## src/rtl/count_frame_scheduler.sv

```systemverilog
// Integration-window timer and frame serialiser for the photon-counting datapath.
// Pulses latch/clear at window boundaries and streams the latched words as bytes.
module count_frame_scheduler #(
   parameter int          N_CH          = 9,
   parameter int          WINDOW_CYCLES = 5000000,
   parameter logic [7:0]  SYNC_BYTE     = 8'hA5
) (
   input  logic        clock_50,
   input  logic        reset_n,
   input  logic        enable,
   output logic        counter_latch,
   output logic        counter_clear,
   output logic [3:0]  ch_sel,
   input  logic [31:0] ch_data,
   output logic [7:0]  tx_data,
   output logic        tx_valid,
   input  logic        tx_ready,
   output logic        busy,
   output logic [7:0]  overrun_cnt
);

   localparam logic [31:0] TERMINAL = 32'(WINDOW_CYCLES - 1);
   localparam logic [3:0]  LAST_CH  = 4'(N_CH - 1);

   typedef enum logic [2:0] {
      IDLE,
      HDR_SYNC,
      HDR_NWIN,
      LOAD,
      DATA,
      CSUM
   } state_t;

   state_t      state;
   state_t      state_next;
   logic [31:0] window_cnt;
   logic        enable_d;
   logic        start_d;
   logic        rise;
   logic        terminal;
   logic        csum_done;
   logic        latch;
   logic [7:0]  n_win;
   logic [7:0]  nwin_cap;
   logic [7:0]  csum;
   logic [3:0]  ch_idx;
   logic [1:0]  byte_idx;
   logic [31:0] word_reg;

   assign rise      = enable && !enable_d;
   assign terminal  = reset_n && enable && (window_cnt == TERMINAL);
   assign csum_done = (state == CSUM) && tx_ready;
   assign latch     = terminal && ((state == IDLE) || csum_done);

   assign counter_latch = latch;
   assign counter_clear = latch || (reset_n && start_d);

   // The clear-only cycle after an enable rise holds the counter at 0, so the
   // first window integrates the same number of cycles as every later one.
   always_ff @(posedge clock_50) begin
      if (!reset_n) begin
         window_cnt  <= '0;
         enable_d    <= 1'b0;
         start_d     <= 1'b0;
         n_win       <= 8'd1;
         overrun_cnt <= '0;
      end else begin
         enable_d <= enable;
         start_d  <= rise;
         if (!enable || rise || start_d || terminal)
            window_cnt <= '0;
         else
            window_cnt <= window_cnt + 32'd1;
         if (start_d) begin
            n_win <= 8'd1;
         end else if (terminal) begin
            if (latch) begin
               n_win <= 8'd1;
            end else begin
               if (n_win != 8'hFF)
                  n_win <= n_win + 8'd1;
               if (overrun_cnt != 8'hFF)
                  overrun_cnt <= overrun_cnt + 8'd1;
            end
         end
      end
   end

   always_ff @(posedge clock_50) begin
      if (!reset_n) begin
         state    <= IDLE;
         ch_idx   <= '0;
         byte_idx <= '0;
         word_reg <= '0;
         nwin_cap <= '0;
         csum     <= '0;
      end else begin
         state <= state_next;
         if (latch) begin
            nwin_cap <= n_win;
            csum     <= n_win;
            ch_idx   <= '0;
            byte_idx <= '0;
         end else if (state == LOAD) begin
            word_reg <= ch_data;
            byte_idx <= '0;
         end else if ((state == DATA) && tx_ready) begin
            csum     <= csum ^ tx_data;
            byte_idx <= byte_idx + 2'd1;
            if (byte_idx == 2'd3)
               ch_idx <= ch_idx + 4'd1;
         end
      end
   end

   // A latch landing on the CSUM transfer chains straight into the next header.
   always_comb begin
      state_next = state;
      tx_valid   = 1'b0;
      tx_data    = 8'h00;
      ch_sel     = 4'd0;
      busy       = (state != IDLE);
      case (state)
         IDLE: begin
            if (latch)
               state_next = HDR_SYNC;
         end
         HDR_SYNC: begin
            tx_valid = 1'b1;
            tx_data  = SYNC_BYTE;
            if (tx_ready)
               state_next = HDR_NWIN;
         end
         HDR_NWIN: begin
            tx_valid = 1'b1;
            tx_data  = nwin_cap;
            if (tx_ready)
               state_next = LOAD;
         end
         LOAD: begin
            ch_sel     = ch_idx;
            state_next = DATA;
         end
         DATA: begin
            ch_sel   = ch_idx;
            tx_valid = 1'b1;
            tx_data  = word_reg[{byte_idx, 3'b000} +: 8];
            if (tx_ready && (byte_idx == 2'd3))
               state_next = (ch_idx == LAST_CH) ? CSUM : LOAD;
         end
         CSUM: begin
            tx_valid = 1'b1;
            tx_data  = csum;
            if (tx_ready)
               state_next = latch ? HDR_SYNC : IDLE;
         end
         default: state_next = IDLE;
      endcase
   end

endmodule

```

## config.mk

```make
export PLATFORM = sky130hd
export DESIGN_NAME = count_frame_scheduler
export DESIGN_NICKNAME = d
export VERILOG_FILES = /design/src/rtl/count_frame_scheduler.sv
export SDC_FILE = /design/constraint.sdc
export NUM_CORES = 1
export LEC_CHECK = 0
export CAP_MARGIN = 10
export CORE_UTILIZATION = 35
export CTS_BUF_LIST = sky130_fd_sc_hd__clkbuf_4 sky130_fd_sc_hd__clkbuf_8
export CTS_CLUSTER_SIZE = 30
export DETAILED_ROUTE_END_ITERATION = 8
export PLACE_DENSITY_LB_ADDON = 0.2
export SETUP_SLACK_MARGIN = 0.3
export SLEW_MARGIN = 10
export SYNTH_ARGS = -nofsm -noshare
export SYNTH_HDL_FRONTEND = slang
export SYNTH_SLANG_ARGS = --single-unit
```

## constraint.sdc

```tcl
create_clock -name clock_50 -period 6.1 [get_ports clock_50]
set_input_delay 1.22 -clock clock_50 [delete_from_list [all_inputs] [get_ports clock_50]]
set_output_delay 1.22 -clock clock_50 [all_outputs]
set_load 0.1 [all_outputs]
```

==> run summary, run 1 <==
Setup TNS: 0 ns
Vias/cell: 5.25
Global placement routability congestion: 0.777
Hold Path Class: reg -> reg
Crit Path Class: in -> out
CTS Hold Bufs: 0
Fmax: 0.198 GHz
# port buffers: 59
Top-area cell type share of the netlist area: 42.6%
Sequential cell area fraction in the yosys report: 42.6%
Largest net degree at the start of global routing: 48
Initial antenna violation count: 0
Crit start category: input port
CTS tree: built
Critical Path Fanout Max: 23
Hold Crit Depth: 1
Remaining DRCs: 0
Ys async rst share: 0%
Clock Sinks: 107
Row cnt: 43
Number of flops mapped to enable cells by yosys: 0
Min-delay src: enable_d
CTS max path bufs: 2
Die height: 122 um
Yosys warning count: 0
Via count: 4,408
Critical path, cell by cell: clkdlybuf4s50_1 > nand4b_1 > and2_0 > or4_1 > nand2_1 > buf_4
Antenna Nets Post-Route: 0
CP Data Arrival Time: 3.83 ns
Post_cts resized: 0
Number of synthesized register bits: 107
Mapped Avg Cell Area: 8.22 um^2
# IOs: 60
Final hold viol count: 0
Final Cycle Share: 82.8%
Worst-Skew Late Latency: 0.38 ns
PwrDens: 201 mW/mm^2
CTS buffer count: 9
Endpoints failing setup: 0
Status: completed
Reg2Reg Setup Slack: 3.01 ns
Required @ worst endpoint: 4.88 ns
Hold Path End: start_d
Leakage: 1.92 nW
Remaining Overflow, GRT: 0
Yosys cell types: 48
VDD IR-drop max: 0.0919 mV
Clock-pin slew on the worst setup and hold paths: 0.10 ns
Largest cells by area after synthesis: dfxtp_1, nand2_1, a21oi_1, xor2_1, nor2_1
Top_reg_cell synth: dfxtp_1
Area leader, netlist: dfxtp_1
Worst-margin pin slew: 1.15 ns
Rel. slew slack: 22.4%
Diode count: 0
Clock Skew: 0.0118 ns
Iter 0 DRT Violations: 307
Share of cells above drive strength 1: 5.16%
Core Util, Final: 42.8%
Die Area: 0.0149 mm^2
Routed wire per std cell: 14.3 um
Dpl hpwl: 8.55 mm
Crit path capture type: output pin
Tmin final: 5.05 ns
Final #Nets: 696
Highest-delay cell along the critical path: or4_1
R2r endpoint: csum[6]
H-Tree Level Count: 3
Area Overhead vs Synth: 18.5%
First-pass DRT Iterations: 4
Final wirelength: 12.0 mm
Starting Density: 36.1%
Worst r2r src: window_cnt[0]
Max-cap viol count: 0
Setup bufs post-CTS: 0
Core ar.: 0.0139 mm^2
Cells after Synth: 612
RSZ-0062 raised after global routing: no
Syn nets: 654
GRT Overall Usage: 17.5%
Vias in the first global route: 4,208
Fillers: 1,386
Root Driver: clkbuf_8
Post-Syn Area: 0.00503 mm^2
Die Wd: 122 um
Crit-path max cell delay: 0.91 ns
First-pass GRT wire length: 20.5 mm
R2R cell count: 6
Final Max Tran Viols: 0
-- cells in the mapped netlist (7+ instances only) --
master    instances
dfxtp_1         107
mux2i_1          10
nor2_1           56
nand2_1         122
nand3_1          30
inv_1             8
nor4_1            9
clkbuf_1         29
and3_1            7
nand4_1          21
or4_1            10
xor2_1           28
and2_1            7
xnor2_1          10
a21oi_1          54
mux4_2            8
nor3_1            7
o21ai_0          14
-- worst max path at each step --
stage / slack (ns) / cells after the start / start / end
2_1_floorplan: 0.92 / 4 / reset_n / counter_latch
3_3_place_gp: 1.08 / 6 / tx_ready / counter_clear
3_5_place_dp: 1.04 / 6 / tx_ready / counter_clear
4_1_cts: 1.03 / 6 / tx_ready / counter_clear
5_1_grt: 0.86 / 6 / tx_ready / counter_clear
6_report: 1.05 / 6 / tx_ready / counter_clear
-- critical path: cells and delay by family --
family / cells / cell delay [ns]
simple gates: 4 / 1.67
buf+inv: 2 / 0.93
-- cells in the final DEF, fill, tap and decap left out, types with 14 or more instances in the layout --
master           count
xor2_1              28
nand3_1             29
a21oi_1             54
nand2_1            122
clkdlybuf4s50_1     57
dfxtp_1            107
nand4_1             21
o21ai_0             14
nor2_1              56
-- kinds of logic (layout without fill, tap and decap cells) --
kind of cell             after synthesis  after routing  share of synthesized area (%)
adder cells (fa/ha/maj)                6              6                           1.49
AND/OR/NAND/NOR                      300            300                           28.7
XOR/XNOR                              38             38                           6.62
multiplexers                          18             18                           5.57
AO/OA/AOI/OAI                        102            102                           11.9
buffers and inverters                 41             88                           3.11
flip-flops                           107            107                           42.6
-- stage by stage --
stage          std cells  worst slack, ns  cell area (um^2)  hold slack, ns  total power, mW
2_1_floorplan        612            0.918              5030           0.392            0.730
3_3_place_gp         823             1.08              5750           0.398            0.758
3_5_place_dp         823             1.04              5750           0.405            0.758
4_1_cts              839             1.03              5960           0.419             1.21
5_1_grt              839            0.859              5960           0.444             1.25
6_report             839             1.05              5960           0.413             1.20
-- area by class of cell --
type,count,area [um^2],share of cell area [%]
Tap cell,180,225,3.78
Clock buffer,9,124,2.08
Clock inverter,7,81.3,1.36
Sequential cell,107,2140,35.9
Timing Repair Buffer,64,623,10.5
Inverter,8,30.0,0.504
Multi-Input combinational cell,464,2740,45.9
-- layer usage --
metal	track usage, %	up-vias	wire, um
li1	-	2237	-
met1	24.3	2071	5780
met2	27.0	88	5520
met3	3.46	12	548
met4	5.48	0	165
met5	0	-	0
-- where the power goes --
group / switching (mW) / internal, mW / leakage [nW] / total [mW]
sequential: 0.000801 / 0.699 / 0.862 / 0.700
combinational: 0.0183 / 0.0237 / 0.950 / 0.0420
clock: 0.258 / 0.197 / 0.107 / 0.455
total: 0.277 / 0.920 / 1.92 / 1.20
Power figures use the tool's default switching activity.
==> run 2: changes to the inputs <==
==> constraint.sdc (replaced) <==
create_clock -name clock_50 -period 4.3 [get_ports clock_50]
set_input_delay 0.86 -clock clock_50 [delete_from_list [all_inputs] [get_ports clock_50]]
set_output_delay 0.86 -clock clock_50 [all_outputs]
set_load 0.1 [all_outputs]
==> run summary, run 2 (synthesis gave the netlist of run 1 again) <==
Leakage: 1.96 nW (+2.4%)
Tmin final: 3.71 ns
Multi-input gate area: 0.00274 mm^2 (about the same)
Final Max Tran Viols: 0 (unchanged)
PwrDens: 276 mW/mm^2 (+38%)
CTS max path bufs: 2 (unchanged)
Routed wire per std cell: 14.1 um (-1.2%)
Remaining Overflow, GRT: 0 (unchanged)
Most frequent cells in the layout: nand2_1, dfxtp_1, nor2_1
Rel. slew slack: 34.7% (+12 points)
Dpl hpwl: 8.64 mm (+1.0%)
Fillers: 1,441 (+4.0%)
First-pass DRT Iterations: 4 (unchanged)
Share of cells above drive strength 1: 8.13% (+3.0 points)
Worst-Skew Late Latency: 0.39 ns (about the same)
Antenna Nets Post-Route: 0 (unchanged)
Vias in the first global route: 4,100 (-2.6%)
Worst r2r src: window_cnt[0]
Hold Path Class: reg -> reg
Core ar.: 0.0139 mm^2 (unchanged)
Root Driver: clkbuf_8
Reg2Reg Setup Slack: 1.26 ns (-1.75 ns)
Die Area: 0.0149 mm^2 (unchanged)
Initial antenna violation count: 0 (unchanged)
Setup TNS: 0 ns (unchanged)
CTS buffer count: 9 (unchanged)
Die Wd: 122 um (unchanged)
Row cnt: 43 (unchanged)
Area Overhead vs Synth: 18.7%
Final Cycle Share: 86.3%
Global placement routability congestion: 0.801 (+3.1%)
Clock-pin slew on the worst setup and hold paths: 0.10 ns (about the same)
Most common cell after layout, fill and taps aside: nand2_1
First-pass GRT wire length: 19.7 mm (-3.7%)
Fmax: 0.270 GHz
H-Tree Level Count: 3 (unchanged)
Min-delay src: enable_d
Die height: 122 um (unchanged)
Crit Path Class: reg -> out
Iter 0 DRT Violations: 323 (+5.2%)
Final wirelength: 11.9 mm (-0.61%)
Status: completed
Post-route insts no fill: 844 (+0.60%)
Cells after DPL: 828 (+0.61%)
GRT Overall Usage: 17.0% (-0.52 points)
CTS Hold Bufs: 0 (unchanged)
VDD IR-drop max: 0.145 mV (+58%)
# port buffers: 59 (unchanged)
R2R cell count: 6 (unchanged)
Clock Sinks: 107 (unchanged)
Worst Setup EP: counter_clear
Final #Nets: 701 (+0.72%)
Setup bufs post-CTS: 0 (unchanged)
Remaining DRCs: 0 (unchanged)
# IOs: 60 (unchanged)
Diode count: 0 (unchanged)
Crit start category: flop
Post_cts resized: 0 (unchanged)
Max-cap viol count: 0 (unchanged)
Vias/cell: 5.24 (-0.30%)
Critical Path Fanout Max: 8 (-65%)
CP Data Arrival Time: 2.85 ns (-0.98 ns)
Critical Path Start: window_cnt[0]
Largest net degree at the start of global routing: 37 (-23%)
Endpoints failing setup: 0 (unchanged)
Register area: 0.00214 mm^2 (unchanged)
CTS tree: built
RSZ-0062 raised after global routing: no
Worst-margin pin slew: 0.976 ns (-0.172 ns)
R2r endpoint: n_win[7]
Crit path capture type: output pin
Starting Density: 36.1% (unchanged)
Final hold viol count: 0 (unchanged)
Clock Skew: 0.0115 ns (-0.000314 ns)
Required @ worst endpoint: 3.44 ns (-1.44 ns)
Via count: 4,421 (+0.29%)
## run 2: cell type report
class	instances	area share, %
Inverter	8	0.503
Sequential cell	107	35.9
Clock inverter	7	1.01
Timing Repair Buffer	69	10.9
Tap cell	180	3.77
Multi-Input combinational cell	464	45.9
Clock buffer	9	2.08
## run 2: power breakdown
part | switching [mW] | internal (mW) | leakage (nW)
logic | 0.0264 | 0.0351 | 1.01
registers | 0.00111 | 0.992 | 0.862
clock network | 0.373 | 0.222 | 0.0965
total | 0.400 | 1.25 | 1.96
## run 2: how the worst min path moves through the flow
stage | endpoint | slack (ns) | depth (start not counted)
3_5_place_dp | start_d | 0.41 | 1
2_1_floorplan | start_d | 0.39 | 1
4_1_cts | start_d | 0.42 | 1
3_3_place_gp | start_d | 0.40 | 1
5_1_grt | start_d | 0.47 | 1
6_report | start_d | 0.42 | 1
## run 2: per-stage QoR
step / hold WS (ns) / utilization (%) / power, mW / instance area, um^2 / worst slack [ns]
floorplan: 0.392 / - / 1.04 / 5040 / 0.511
global placement: 0.400 / 41.5 / 1.08 / 5790 / 0.654
detailed placement: 0.412 / 41.5 / 1.08 / 5790 / 0.662
CTS: 0.425 / 42.8 / 1.67 / 5970 / 0.559
global route: 0.465 / 42.8 / 1.72 / 5970 / 0.393
finish: 0.421 / 42.8 / 1.65 / 5970 / 0.590
## run 2: worst max-delay path, cell delays in order (launching register included)
cell	delay (ns)
dfxtp_1	0.40
ha_1	0.20
nand3_1	0.27
or4_1	0.73
or4_1	0.56
nand2_2	0.12
buf_12	0.17
## run 2: layer usage
metal / track usage (%) / share of wire [%]
met5: 0 / 0
met4: 5.56 / 1.7
met3: 4.07 / 4.2
met2: 26.5 / 46
met1: 22.8 / 48
